==> src/rtl/mii_rx_framer_if.sv <==
// MII receive pins plus the framed byte/status stream of mii_rx_framer.
// master = PHY/consumer side, slave = the framer itself.
interface mii_rx_framer_if #(
    parameter int LEN_W = 11
) ();
    logic             eth_rx_dv;
    logic [3:0]       eth_rxd;
    logic             eth_rxerr;
    logic [7:0]       byte_data;
    logic             byte_valid;
    logic             frame_start;
    logic             frame_end;
    logic [LEN_W-1:0] frame_len;
    logic [3:0]       frame_status;
    logic [15:0]      frame_count;

    modport master (
        output eth_rx_dv, eth_rxd, eth_rxerr,
        input  byte_data, byte_valid, frame_start, frame_end,
               frame_len, frame_status, frame_count
    );

    modport slave (
        input  eth_rx_dv, eth_rxd, eth_rxerr,
        output byte_data, byte_valid, frame_start, frame_end,
               frame_len, frame_status, frame_count
    );
endinterface

==> src/rtl/mii_rx_framer.sv <==
// MII RX framer: strips preamble/SFD, packs low-nibble-first bytes, reports length/status.
// Optional macro FCS_CHECK_EN adds a CRC-32 residue check reported in frame_status[3].
module mii_rx_framer #(
    parameter int MAX_LEN = 1518,
    parameter int LEN_W   = 11,
    parameter int MIN_PRE = 2
) (
    input  logic            eth_rx_clk,
    input  logic            rst,
    mii_rx_framer_if.slave  bus
);
    localparam logic [2:0] ST_IDLE = 3'd0;
    localparam logic [2:0] ST_PRE  = 3'd1;
    localparam logic [2:0] ST_DATA = 3'd2;
    localparam logic [2:0] ST_DROP = 3'd3;
    localparam logic [2:0] ST_WAIT = 3'd4;

    localparam logic [LEN_W-1:0] LEN_MAX = LEN_W'(MAX_LEN);
    localparam logic [7:0]       PRE_MIN = 8'(MIN_PRE);

    logic [2:0]       r_state;
    logic [7:0]       r_pre_cnt;
    logic             r_phase;
    logic [3:0]       r_low;
    logic [LEN_W-1:0] r_len;
    logic             r_err;
    logic [7:0]       r_byte_data;
    logic             r_byte_valid;
    logic             r_frame_start;
    logic             r_frame_end;
    logic [LEN_W-1:0] r_frame_len;
    logic [3:0]       r_frame_status;
    logic [15:0]      r_frame_count;

    logic       w_dv;
    logic [3:0] w_rxd;
    logic       w_sfd;
    logic       w_emit;
    logic [7:0] w_byte;
    logic       w_fcs_bad;

    assign w_dv   = bus.eth_rx_dv;
    assign w_rxd  = bus.eth_rxd;
    assign w_byte = {w_rxd, r_low};
    assign w_sfd  = (r_state == ST_PRE) && w_dv && !bus.eth_rxerr &&
                    (w_rxd == 4'hD) && (r_pre_cnt >= PRE_MIN);
    assign w_emit = (r_state == ST_DATA) && w_dv && r_phase && (r_len != LEN_MAX);

`ifdef FCS_CHECK_EN
    logic [31:0] r_crc;
    logic [31:0] w_crc_next;
    logic [31:0] w_crc_rev;

    // Reflected CRC-32, one byte per emitted strobe.
    always_comb begin
        w_crc_next = r_crc ^ {24'h0, w_byte};
        for (int i = 0; i < 8; i++)
            w_crc_next = w_crc_next[0] ? ((w_crc_next >> 1) ^ 32'hEDB88320) : (w_crc_next >> 1);
    end

    always_comb begin
        w_crc_rev = '0;
        for (int i = 0; i < 32; i++) w_crc_rev[i] = r_crc[31-i];
    end

    // The magic residue is stated MSB-first, so compare against the bit-reversed register.
    assign w_fcs_bad = (w_crc_rev != 32'hC704DD7B) || (r_len < LEN_W'(4));

    always_ff @(posedge eth_rx_clk) begin
        if (rst)         r_crc <= '0;
        else if (w_sfd)  r_crc <= 32'hFFFFFFFF;
        else if (w_emit) r_crc <= w_crc_next;
    end
`else
    assign w_fcs_bad = 1'b0;
`endif

    always_ff @(posedge eth_rx_clk) begin
        if (rst) begin
            r_state        <= ST_IDLE;
            r_pre_cnt      <= '0;
            r_phase        <= 1'b0;
            r_low          <= '0;
            r_len          <= '0;
            r_err          <= 1'b0;
            r_byte_data    <= '0;
            r_byte_valid   <= 1'b0;
            r_frame_start  <= 1'b0;
            r_frame_end    <= 1'b0;
            r_frame_len    <= '0;
            r_frame_status <= '0;
            r_frame_count  <= '0;
        end else begin
            r_byte_valid  <= 1'b0;
            r_frame_start <= 1'b0;
            r_frame_end   <= 1'b0;
            case (r_state)
                ST_IDLE: begin
                    if (w_dv) begin
                        if (w_rxd == 4'h5) begin
                            r_state   <= ST_PRE;
                            r_pre_cnt <= 8'd1;
                        end else begin
                            r_state <= ST_WAIT;
                        end
                    end
                end
                ST_PRE: begin
                    if (!w_dv)
                        r_state <= ST_IDLE;
                    else if (w_sfd) begin
                        r_state <= ST_DATA;
                        r_phase <= 1'b0;
                        r_len   <= '0;
                        r_err   <= 1'b0;
                    end else if (!bus.eth_rxerr && w_rxd == 4'h5) begin
                        if (r_pre_cnt != 8'hFF) r_pre_cnt <= r_pre_cnt + 8'd1;
                    end else
                        r_state <= ST_WAIT;
                end
                ST_DATA: begin
                    if (!w_dv) begin
                        r_state        <= ST_IDLE;
                        r_frame_end    <= 1'b1;
                        r_frame_len    <= r_len;
                        r_frame_status <= {w_fcs_bad, 1'b0, r_phase, r_err};
                        r_frame_count  <= r_frame_count + 16'd1;
                    end else begin
                        if (bus.eth_rxerr) r_err <= 1'b1;
                        if (!r_phase) begin
                            r_low   <= w_rxd;
                            r_phase <= 1'b1;
                        end else begin
                            r_phase <= 1'b0;
                            if (w_emit) begin
                                r_byte_data   <= w_byte;
                                r_byte_valid  <= 1'b1;
                                r_frame_start <= (r_len == '0);
                                r_len         <= r_len + 1'b1;
                            end else begin
                                r_state <= ST_DROP;
                            end
                        end
                    end
                end
                ST_DROP: begin
                    if (!w_dv) begin
                        r_state        <= ST_IDLE;
                        r_frame_end    <= 1'b1;
                        r_frame_len    <= r_len;
                        r_frame_status <= {w_fcs_bad, 1'b1, 1'b0, r_err};
                        r_frame_count  <= r_frame_count + 16'd1;
                    end
                end
                ST_WAIT: begin
                    if (!w_dv) r_state <= ST_IDLE;
                end
                default: r_state <= ST_IDLE;
            endcase
        end
    end

    assign bus.byte_data    = r_byte_data;
    assign bus.byte_valid   = r_byte_valid;
    assign bus.frame_start  = r_frame_start;
    assign bus.frame_end    = r_frame_end;
    assign bus.frame_len    = r_frame_len;
    assign bus.frame_status = r_frame_status;
    assign bus.frame_count  = r_frame_count;
endmodule

==> src/flat_wrapper.sv <==
// flat-port wrapper written by rule: the top's interface ports become plain ports
module mii_rx_framer_flat 
#(
    parameter int MAX_LEN = 1518,
    parameter int LEN_W   = 11,
    parameter int MIN_PRE = 2
)
  (eth_rx_clk, rst, bus_eth_rx_dv, bus_eth_rxd, bus_eth_rxerr, bus_byte_data, bus_byte_valid, bus_frame_start, bus_frame_end, bus_frame_len, bus_frame_status, bus_frame_count);
  mii_rx_framer_if #(.LEN_W(LEN_W)) bus_i ();
  input  logic eth_rx_clk;
  input  logic rst;
  input wire logic [$bits(bus_i.eth_rx_dv)-1:0] bus_eth_rx_dv;
  input wire logic [$bits(bus_i.eth_rxd)-1:0] bus_eth_rxd;
  input wire logic [$bits(bus_i.eth_rxerr)-1:0] bus_eth_rxerr;
  output wire logic [$bits(bus_i.byte_data)-1:0] bus_byte_data;
  output wire logic [$bits(bus_i.byte_valid)-1:0] bus_byte_valid;
  output wire logic [$bits(bus_i.frame_start)-1:0] bus_frame_start;
  output wire logic [$bits(bus_i.frame_end)-1:0] bus_frame_end;
  output wire logic [$bits(bus_i.frame_len)-1:0] bus_frame_len;
  output wire logic [$bits(bus_i.frame_status)-1:0] bus_frame_status;
  output wire logic [$bits(bus_i.frame_count)-1:0] bus_frame_count;
  assign bus_i.eth_rx_dv = bus_eth_rx_dv;
  assign bus_i.eth_rxd = bus_eth_rxd;
  assign bus_i.eth_rxerr = bus_eth_rxerr;
  assign bus_byte_data = bus_i.byte_data;
  assign bus_byte_valid = bus_i.byte_valid;
  assign bus_frame_start = bus_i.frame_start;
  assign bus_frame_end = bus_i.frame_end;
  assign bus_frame_len = bus_i.frame_len;
  assign bus_frame_status = bus_i.frame_status;
  assign bus_frame_count = bus_i.frame_count;
  mii_rx_framer #(.MAX_LEN(MAX_LEN), .LEN_W(LEN_W), .MIN_PRE(MIN_PRE)) u_core (.eth_rx_clk(eth_rx_clk), .rst(rst), .bus(bus_i));
endmodule
==> config.mk <==
export PLATFORM = sky130hd
export DESIGN_NAME = mii_rx_framer_flat
export DESIGN_NICKNAME = d
export VERILOG_FILES = /design/src/rtl/mii_rx_framer_if.sv /design/src/rtl/mii_rx_framer.sv /design/src/flat_wrapper.sv
export SDC_FILE = /design/constraint.sdc
export NUM_CORES = 1
export LEC_CHECK = 0
export ABC_AREA = 1
export BUFFER_PORTS_ARGS = -buffer_cell sky130_fd_sc_hd__clkbuf_2
export CAP_MARGIN = 20
export CORE_UTILIZATION = 38
export CTS_BUF_LIST = sky130_fd_sc_hd__clkbuf_8
export DETAILED_ROUTE_END_ITERATION = 6
export REMOVE_ABC_BUFFERS = 1
export SYNTH_ARGS = -nofsm -noshare
export SYNTH_HDL_FRONTEND = slang
export SYNTH_SLANG_ARGS = --single-unit
==> constraint.sdc <==
create_clock -name eth_rx_clk -period 1.56 [get_ports eth_rx_clk]
set_input_delay 0.312 -clock eth_rx_clk [delete_from_list [all_inputs] [get_ports eth_rx_clk]]
set_output_delay 0.312 -clock eth_rx_clk [all_outputs]
set_load 0.01 [all_outputs]
==> impl_metrics.json, run 1 <==
{
  "status": "complete, no violations",
  "drc": 0,
  "ys_seq_elements": 69,
  "die_area_sq_mm": 0.00930,
  "yosys-top-cells-area": "dfxtp_1 41%, nand2_1 11%, nor2_1 8.5%",
  "switchingPower_mw": 1.45,
  "area_growth_pct": 28.9,
  "htreeDepth": 3,
  "postCtsHoldBufs": 0,
  "netlist_area_sq_mm": 0.00339,
  "netlist_instances": 486,
  "cts_buffers": 9,
  "die_w_microns": 96.5,
  "cellPowerDensity_mw_per_mm2": 1020,
  "die_h_microns": 96.5,
  "r2r_cells": 10,
  "fillCellCount": 864,
  "crit_required_ns": 1.84,
  "totalWireLength_mm": 8.24,
  "cap_violations": 0,
  "drv_slew": 0,
  "timing.rr.start": "u_core.r_pre_cnt[0]",
  "seqPwrFrac_pct": 44.1,
  "syn_avg_cell_area_sq_um": 6.98,
  "hold_viol": 0,
  "setup_viol": 0,
  "p_int_mw": 3.02,
  "grt_pass1_vias": 2982,
  "rsz0062_at_grt": "true",
  "start_util_pct": 39.1,
  "worst_skew_pair.late_latency_ns": 0.34,
  "via_count": 3383,
  "ys_types": 33,
  "yosysSeqAreaShare_pct": 40.7,
  "clk_path_buf_depth": 2,
  "drive_gt1_share_pct": 28.1,
  "tritoncts": "built",
  "viasPerCell": 4.87,
  "wire_per_inst_microns": 11.8,
  "cp_max_fo": 11,
  "antenna_found_initial": 0,
  "numClockSinks": 69,
  "cts_root_buf": "clkbuf_8",
  "gp_routability_congestion": 0.946,
  "crit_type": "reg -> reg",
  "clkTransAtPathRegs_ns": 0.08,
  "dp_hpwl_mm": 6.01,
  "holdWs_ns": 0.253,
  "critPathLaunch": "u_core.r_pre_cnt[0]",
  "postPlaceCellArea_sq_mm": 0.00408,
  "hold_class": "in -> reg",
  "io_pins": 50,
  "min_period_ns": 1.47,
  "p_total_mw": 4.47,
  "first_iter_violations": 120,
  "arrival_ns": 1.75,
  "diodes": 0,
  "leakagePower_nw": 1.88,
  "first_pass_iters": 4,
  "swShare_pct": 32.5,
  "grt_max_degree": 37,
  "timing.critical_path.to": "u_core.r_len[9]",
  "combPwrFrac_pct": 25.4,
  "overflow": 0,
  "cp-start-kind": "flop",
  "nNetsFinal": 596,
  "stdcell_area_sq_mm": 0.00437,
  "synth_warnings": 0,
  "min_period_over_period_pct": 94.1,
  "grt_util_all_layers_pct": 18.2,
  "rows": 34,
  "grt_pass1_wl_mm": 13.0,
  "holdPathStages": 3,
  "drt.antenna.violating_nets": 0,
  "core_area_sq_mm": 0.00868,
  "r2r_end": "u_core.r_len[9]",
  "clkPwrFrac_pct": 30.5,
  "synth_top_area_cell": "dfxtp_1",
  "synth_top_area_share_pct": 40.7,
  "end_kind": "flop",
  "peakVddDrop_v": 0.000558,
  "ff2ff_setup_slack_ns": 0.09,
  "max_freq_mhz": 681,
  "skew_ns": 0.0117,
  "io_buffers": 48
}
-- per-stage QoR --
stage          std cells  setup TNS (ns)  worst slack [ns]  util, %
5_1_grt              695         -0.0462           -0.0170     50.4
6_report             695               0            0.0919     50.4
4_1_cts              692               0            0.0127     49.1
3_3_place_gp         676         -0.0697           -0.0213     47.0
3_5_place_dp         676          -0.326           -0.0578     47.0
2_1_floorplan        469           -2.74            -0.263        -
-- critical path: stages, from the launching register on --
cell and delay, ns:
dfxtp_2 0.37, inv_2 0.04, ha_2 0.17, nor2_1 0.10
nand4_1 0.14, nand3_4 0.13, nand2_4 0.06, nand2_2 0.07
buf_12 0.12, nand2_1 0.07, a21oi_2 0.13
-- layer usage --
layer	wire length, microns	GRT usage [%]
met1	3950	22.7
met2	3870	30.5
met3	303	3.99
met4	111	6.74
met5	0	0
-- layout by cell type (no fill, tap or decap), types with 3 or more instances in the layout --
master	synthesis	final
nand2_1	103	97
nand2_2	2	7
inv_2	6	10
a21oi_1	45	43
dfxtp_2	0	8
nand4_1	11	11
inv_1	44	40
nor4_1	3	3
xor2_1	5	5
nor2_1	77	75
ha_2	0	3
clkbuf_2	0	48
clkbuf_8	0	11
nor2_4	3	5
ha_1	6	3
buf_12	0	3
buf_4	5	50
nand3_1	35	33
o21ai_0	29	29
nand2_4	2	3
dfxtp_1	69	61
nor3_1	12	11
nand3_2	1	3
-- flip-flops by register name, indices dropped and copies added (netlist names) --
| register | cells |
|---|---|
| u_core.r_state | 3 |
| u_core.bus.frame_status | 3 |
| u_core.bus.frame_len | 11 |
| u_core.r_phase | 1 |
| u_core.bus.frame_start | 1 |
| u_core.r_len | 11 |
| u_core.bus.frame_count | 16 |
| u_core.bus.frame_end | 1 |
| u_core.bus.byte_valid | 1 |
| u_core.r_low | 4 |
| u_core.r_err | 1 |
| u_core.r_pre_cnt | 8 |
| u_core.bus.byte_data | 8 |
-- how the worst min path moves through the flow --
| stage | end | slack [ns] | start |
|---|---|---|---|
| detailed placement | u_core.bus.frame_status[0] | 0.46 | u_core.r_err |
| finish | u_core.r_low[1] | 0.25 | bus_eth_rxd[1] |
| CTS | u_core.r_low[1] | 0.24 | bus_eth_rxd[1] |
| floorplan | u_core.bus.frame_count[1] | 0.38 | rst |
| global route | u_core.bus.byte_data[5] | 0.28 | bus_eth_rxd[1] |
| global placement | u_core.bus.frame_status[0] | 0.46 | u_core.r_err |
-- cells by family after synthesis --
| logic type | synth area share (%) |
|---|---|
| DFF | 40.7 |
| buffers and inverters | 8.75 |
| xor gates and xnor gates | 1.81 |
| adders and majority gates | 2.21 |
| and+or+nand+nor | 34.8 |
| other | 0.111 |
| AOI/OAI and AO/OA | 11.6 |
-- layout make-up --
class                   count  area (sq um)  area share (%)
clock buffers              11           151            3.46
repair buffers            102           687            15.7
flip-flops and latches     69          1390            31.8
inverters                  50           188            4.29
clock inverters             5          35.0           0.801
well taps                 108           135            3.09
multi-input cells         350          1780            40.8
-- power groups by stage --
stage                     sequential [mW]  combinational, mW  clock, mW
after floorplan                      2.06              0.552          0
after global placement               2.00               1.08          0
after CTS                            1.96               1.09       1.41
final                                1.97               1.13       1.36
after global routing                 1.98               1.28       1.49
after detailed placement             2.00               1.09          0
-- timing repair --
item | in CTS | in global routing
pin swaps | 0 | 15
setup buffers | 0 | 3
resized for setup | 1 | 32
endpoints found under the setup margin | 2 | 30
-- Yosys cell counts --
master      n
a21oi_1    45
a31oi_1     1
buf_2       3
buf_4       5
buf_6       3
clkbuf_1    6
conb_1      1
dfxtp_1    69
ha_1        6
inv_1      44
inv_2       6
nand2_1   103
nand2_2     2
nand2_4     2
nand3_1    35
nand3_2     1
nand3_4     2
nand3b_1    1
nand4_1    11
nand4_4     1
nor2_1     77
nor2_2      1
nor2_4      3
nor3_1     12
nor3_2      1
nor3b_1     2
nor4_1      3
o21ai_0    29
o21ai_1     2
o21bai_1    1
or2_1       1
xnor2_1     2
xor2_1      5
(Power assumes the default switching activity.)
==> inputs of run 2 (changes only) <==
--- a/config.mk
+++ b/config.mk
@@ -5,7 +5,7 @@
 export SDC_FILE = /design/constraint.sdc
 export NUM_CORES = 1
 export LEC_CHECK = 0
-export ABC_AREA = 1
+export ABC_CLOCK_PERIOD_IN_PS = 1560
 export BUFFER_PORTS_ARGS = -buffer_cell sky130_fd_sc_hd__clkbuf_2
 export CAP_MARGIN = 20
 export CORE_UTILIZATION = 38
==> run 2 against run 1 <==
The flow now finishes with violations (negative setup slack). Die area decreased by 7.7%. Sequential share of layout area is 3.0 points lower. Non-clock buffer count is 40 higher. Critical path depth is 3 lower. Synthesized area is 7.9% lower. Combinational power decreased by 79%. Final area up 11%. Worst hold slack better by 0.018 ns. Via count shrank 10%. Largest cell class unchanged. Total power decreased by 22%. First-iteration DRC count grew 16%.
==> impl_metrics.json, run 2 <==
{
  "status": "complete, but fails checks",
  "violations": "negative setup slack",
  "cp-start-kind": "flop",
  "drive_gt1_share_pct": 45.1,
  "stdcell_count": 597,
  "async_flop_share_pct": 0,
  "layout_common_cells": "63 x buf_4, 60 x dfxtp_1, 48 x clkbuf_2",
  "rsz0062_at_grt": "true",
  "final_util_pct": 61.6,
  "crit_type": "reg -> reg",
  "via_count": 3044,
  "ys_seq_elements": 69,
  "min_period_ns": 1.88,
  "synth_common_cells": "69 x dfxtp_1, 46 x nor2_1, 44 x nand2_1, 34 x a21oi_1, 21 x xnor2_1",
  "r2r_end": "u_core.r_len[7]",
  "hold_class": "in -> reg",
  "nNetsFinal": 504,
  "core_area_sq_mm": 0.00785,
  "hp-start": "bus_eth_rxd[2]",
  "grt_pass1_wl_mm": 14.0,
  "drv_slew": 0,
  "cellPowerDensity_mw_per_mm2": 720,
  "seqPwrFrac_pct": 50.9,
  "cap_violations": 0,
  "die_w_microns": 92.7,
  "p_int_mw": 2.62,
  "max_freq_mhz": 531,
  "cts_root_buf": "clkbuf_8",
  "leakagePower_nw": 1.97,
  "clk_path_buf_depth": 2,
  "synth_top_area_cell": "dfxtp_1",
  "netlist_instances": 357,
  "ff2ff_setup_slack_ns": -0.32,
  "area_growth_pct": 54.7,
  "grt_util_all_layers_pct": 20.8,
  "viasPerCell": 5.10,
  "start_util_pct": 39.8,
  "timing.rr.start": "u_core.r_pre_cnt[0]",
  "synth_warnings": 0,
  "drt.antenna.violating_nets": 0,
  "min_period_over_period_pct": 121,
  "rows": 32,
  "arrival_ns": 2.12,
  "numClockSinks": 69,
  "worst_skew_pair.late_latency_ns": 0.35,
  "grt_max_degree": 34,
  "setup_viol": 46,
  "htreeDepth": 3,
  "yosys-top-cells-area": "dfxtp_1 44%, xnor2_1 5.9%, nor2_1 5.5%",
  "peakVddDrop_v": 0.000450,
  "yosysMostFrequentCell": "dfxtp_1",
  "cp_max_fo": 3,
  "fillCellCount": 665,
  "overflow": 0,
  "first_iter_violations": 139,
  "diodes": 0,
  "clkTransAtPathRegs_ns": 0.08,
  "clkPwrFrac_pct": 42.3,
  "netlist_area_sq_mm": 0.00312,
  "skew_ns": 0.00998,
  "setup_ws_ns": -0.323,
  "end_kind": "flop",
  "gp_routability_congestion": 0.849,
  "ys_types": 50,
  "first_pass_iters": 4,
  "tns_ns": -7.57,
  "switchingPower_uw": 856,
  "io_buffers": 48,
  "holdPathStages": 3,
  "swShare_pct": 24.6,
  "yosys_most_used_dff": "dfxtp_1",
  "drc": 0,
  "antenna_found_initial": 0,
  "crit_required_ns": 1.79,
  "r2r_cells": 7,
  "die_area_sq_mm": 0.00859,
  "die_h_microns": 92.7,
  "grt_pass1_vias": 2959,
  "io_pins": 50,
  "cts_buffers": 9,
  "synth-edff-count": 0,
  "syn_avg_cell_area_sq_um": 8.75,
  "postCtsHoldBufs": 0,
  "tritoncts": "built",
  "layout_commonest_cell": "buf_4",
  "hold_viol": 0,
  "wire_per_inst_microns": 15.0,
  "dp_hpwl_mm": 5.43,
  "largest_reg_flops": 16,
  "totalWireLength_mm": 8.93,
  "combPwrFrac_pct": 6.9,
  "yosysSeqAreaShare_pct": 44.2,
  "hold_path_end": "u_core.r_low[2]",
  "synth_top_area_share_pct": 44.2,
  "place_inst": 557
}
run 2: cell count changes after synthesis, moves of 7 or more:
cell and change:
inv_1 -37, mux2i_1 +13, nor2_1 -31, o21ai_0 -22, a21oi_1 -11, or3_1 +7, clkbuf_1 +9, nand3_1 -23
nand2_1 -59, xnor2_1 +19
run 2: kinds of logic (layout without fill, tap and decap cells):
logic type	after synthesis	in the layout	share of synthesized area (%)
AOI/OAI and AO/OA	59	59	12.3
xor gates and xnor gates	23	23	6.45
adders and majority gates	6	6	2.40
buffers and inverters	27	165	4.12
DFF	69	69	44.2
muxes	14	14	4.53
other	1	1	0.120
and+or+nand+nor	158	158	25.9
run 2: area by class of cell:
class                      count  area, sq um  share of cell area (%)
clock buffer                   9          124                    2.56
clock inverter                 7         73.8                    1.53
inverter                       7         26.3                   0.544
multi-input combinational    261         1980                    41.0
sequential                    69         1400                    28.9
tap                          102          128                    2.64
timing repair buffer         142         1100                    22.8
run 2: power groups by stage:
stage                     clock (mW)  sequential (mW)  combinational [mW]
final                           1.47             1.77               0.239
after global routing            1.58             1.77               0.256
after CTS                       1.50             1.77               0.207
after detailed placement           0             1.81               0.173
after global placement             0             1.81               0.171
after floorplan                    0             1.82              0.0540
run 2: per-stage QoR:
step	hold WS [ns]	cell area (sq um)	setup WS, ns	total power, mW
CTS	0.257	4540	-0.339	3.48
finish	0.271	4830	-0.323	3.48
global route	0.268	4830	-0.410	3.61
detailed placement	0.445	3930	-0.482	1.99
global placement	0.444	3930	-0.464	1.98
floorplan	0.381	3020	-0.544	1.87
run 2: worst max-delay path by stage:
stage	cells after the start	to	from	slack, ns
floorplan	7	u_core.r_len[7]	u_core.r_len[0]	-0.54
global placement	7	u_core.r_len[7]	u_core.r_pre_cnt[0]	-0.46
detailed placement	7	u_core.r_len[7]	u_core.r_pre_cnt[0]	-0.48
CTS	7	u_core.r_len[7]	u_core.r_pre_cnt[0]	-0.34
global route	8	u_core.r_len[1]	u_core.r_pre_cnt[0]	-0.41
finish	7	u_core.r_len[7]	u_core.r_pre_cnt[0]	-0.32
run 2: per-layer routing:
metal	part of all wire [%]	GRT usage (%)	vias to the layer above
met5	0	0	-
met4	1.6	9.23	0
met3	3.8	3.28	11
met2	51	34.4	67
met1	44	26.6	1459
li1	-	-	1507
run 2: worst max-delay path: stages, from the launching register on:
cell and delay [ns]:
dfxtp_2 0.34, inv_2 0.04, ha_4 0.14, or4_4 0.43
o2111ai_4 0.27, a211oi_2 0.13, nand3_1 0.12, mux2_4 0.30
run 2: what timing repair did:
item / 4_1_cts / 5_1_grt
buffers inserted: 11 / 13
pin swaps: 54 / 39
endpoints found under the setup margin: 43 / 49
resized for setup: 69 / 47
cloned: 1 / 1
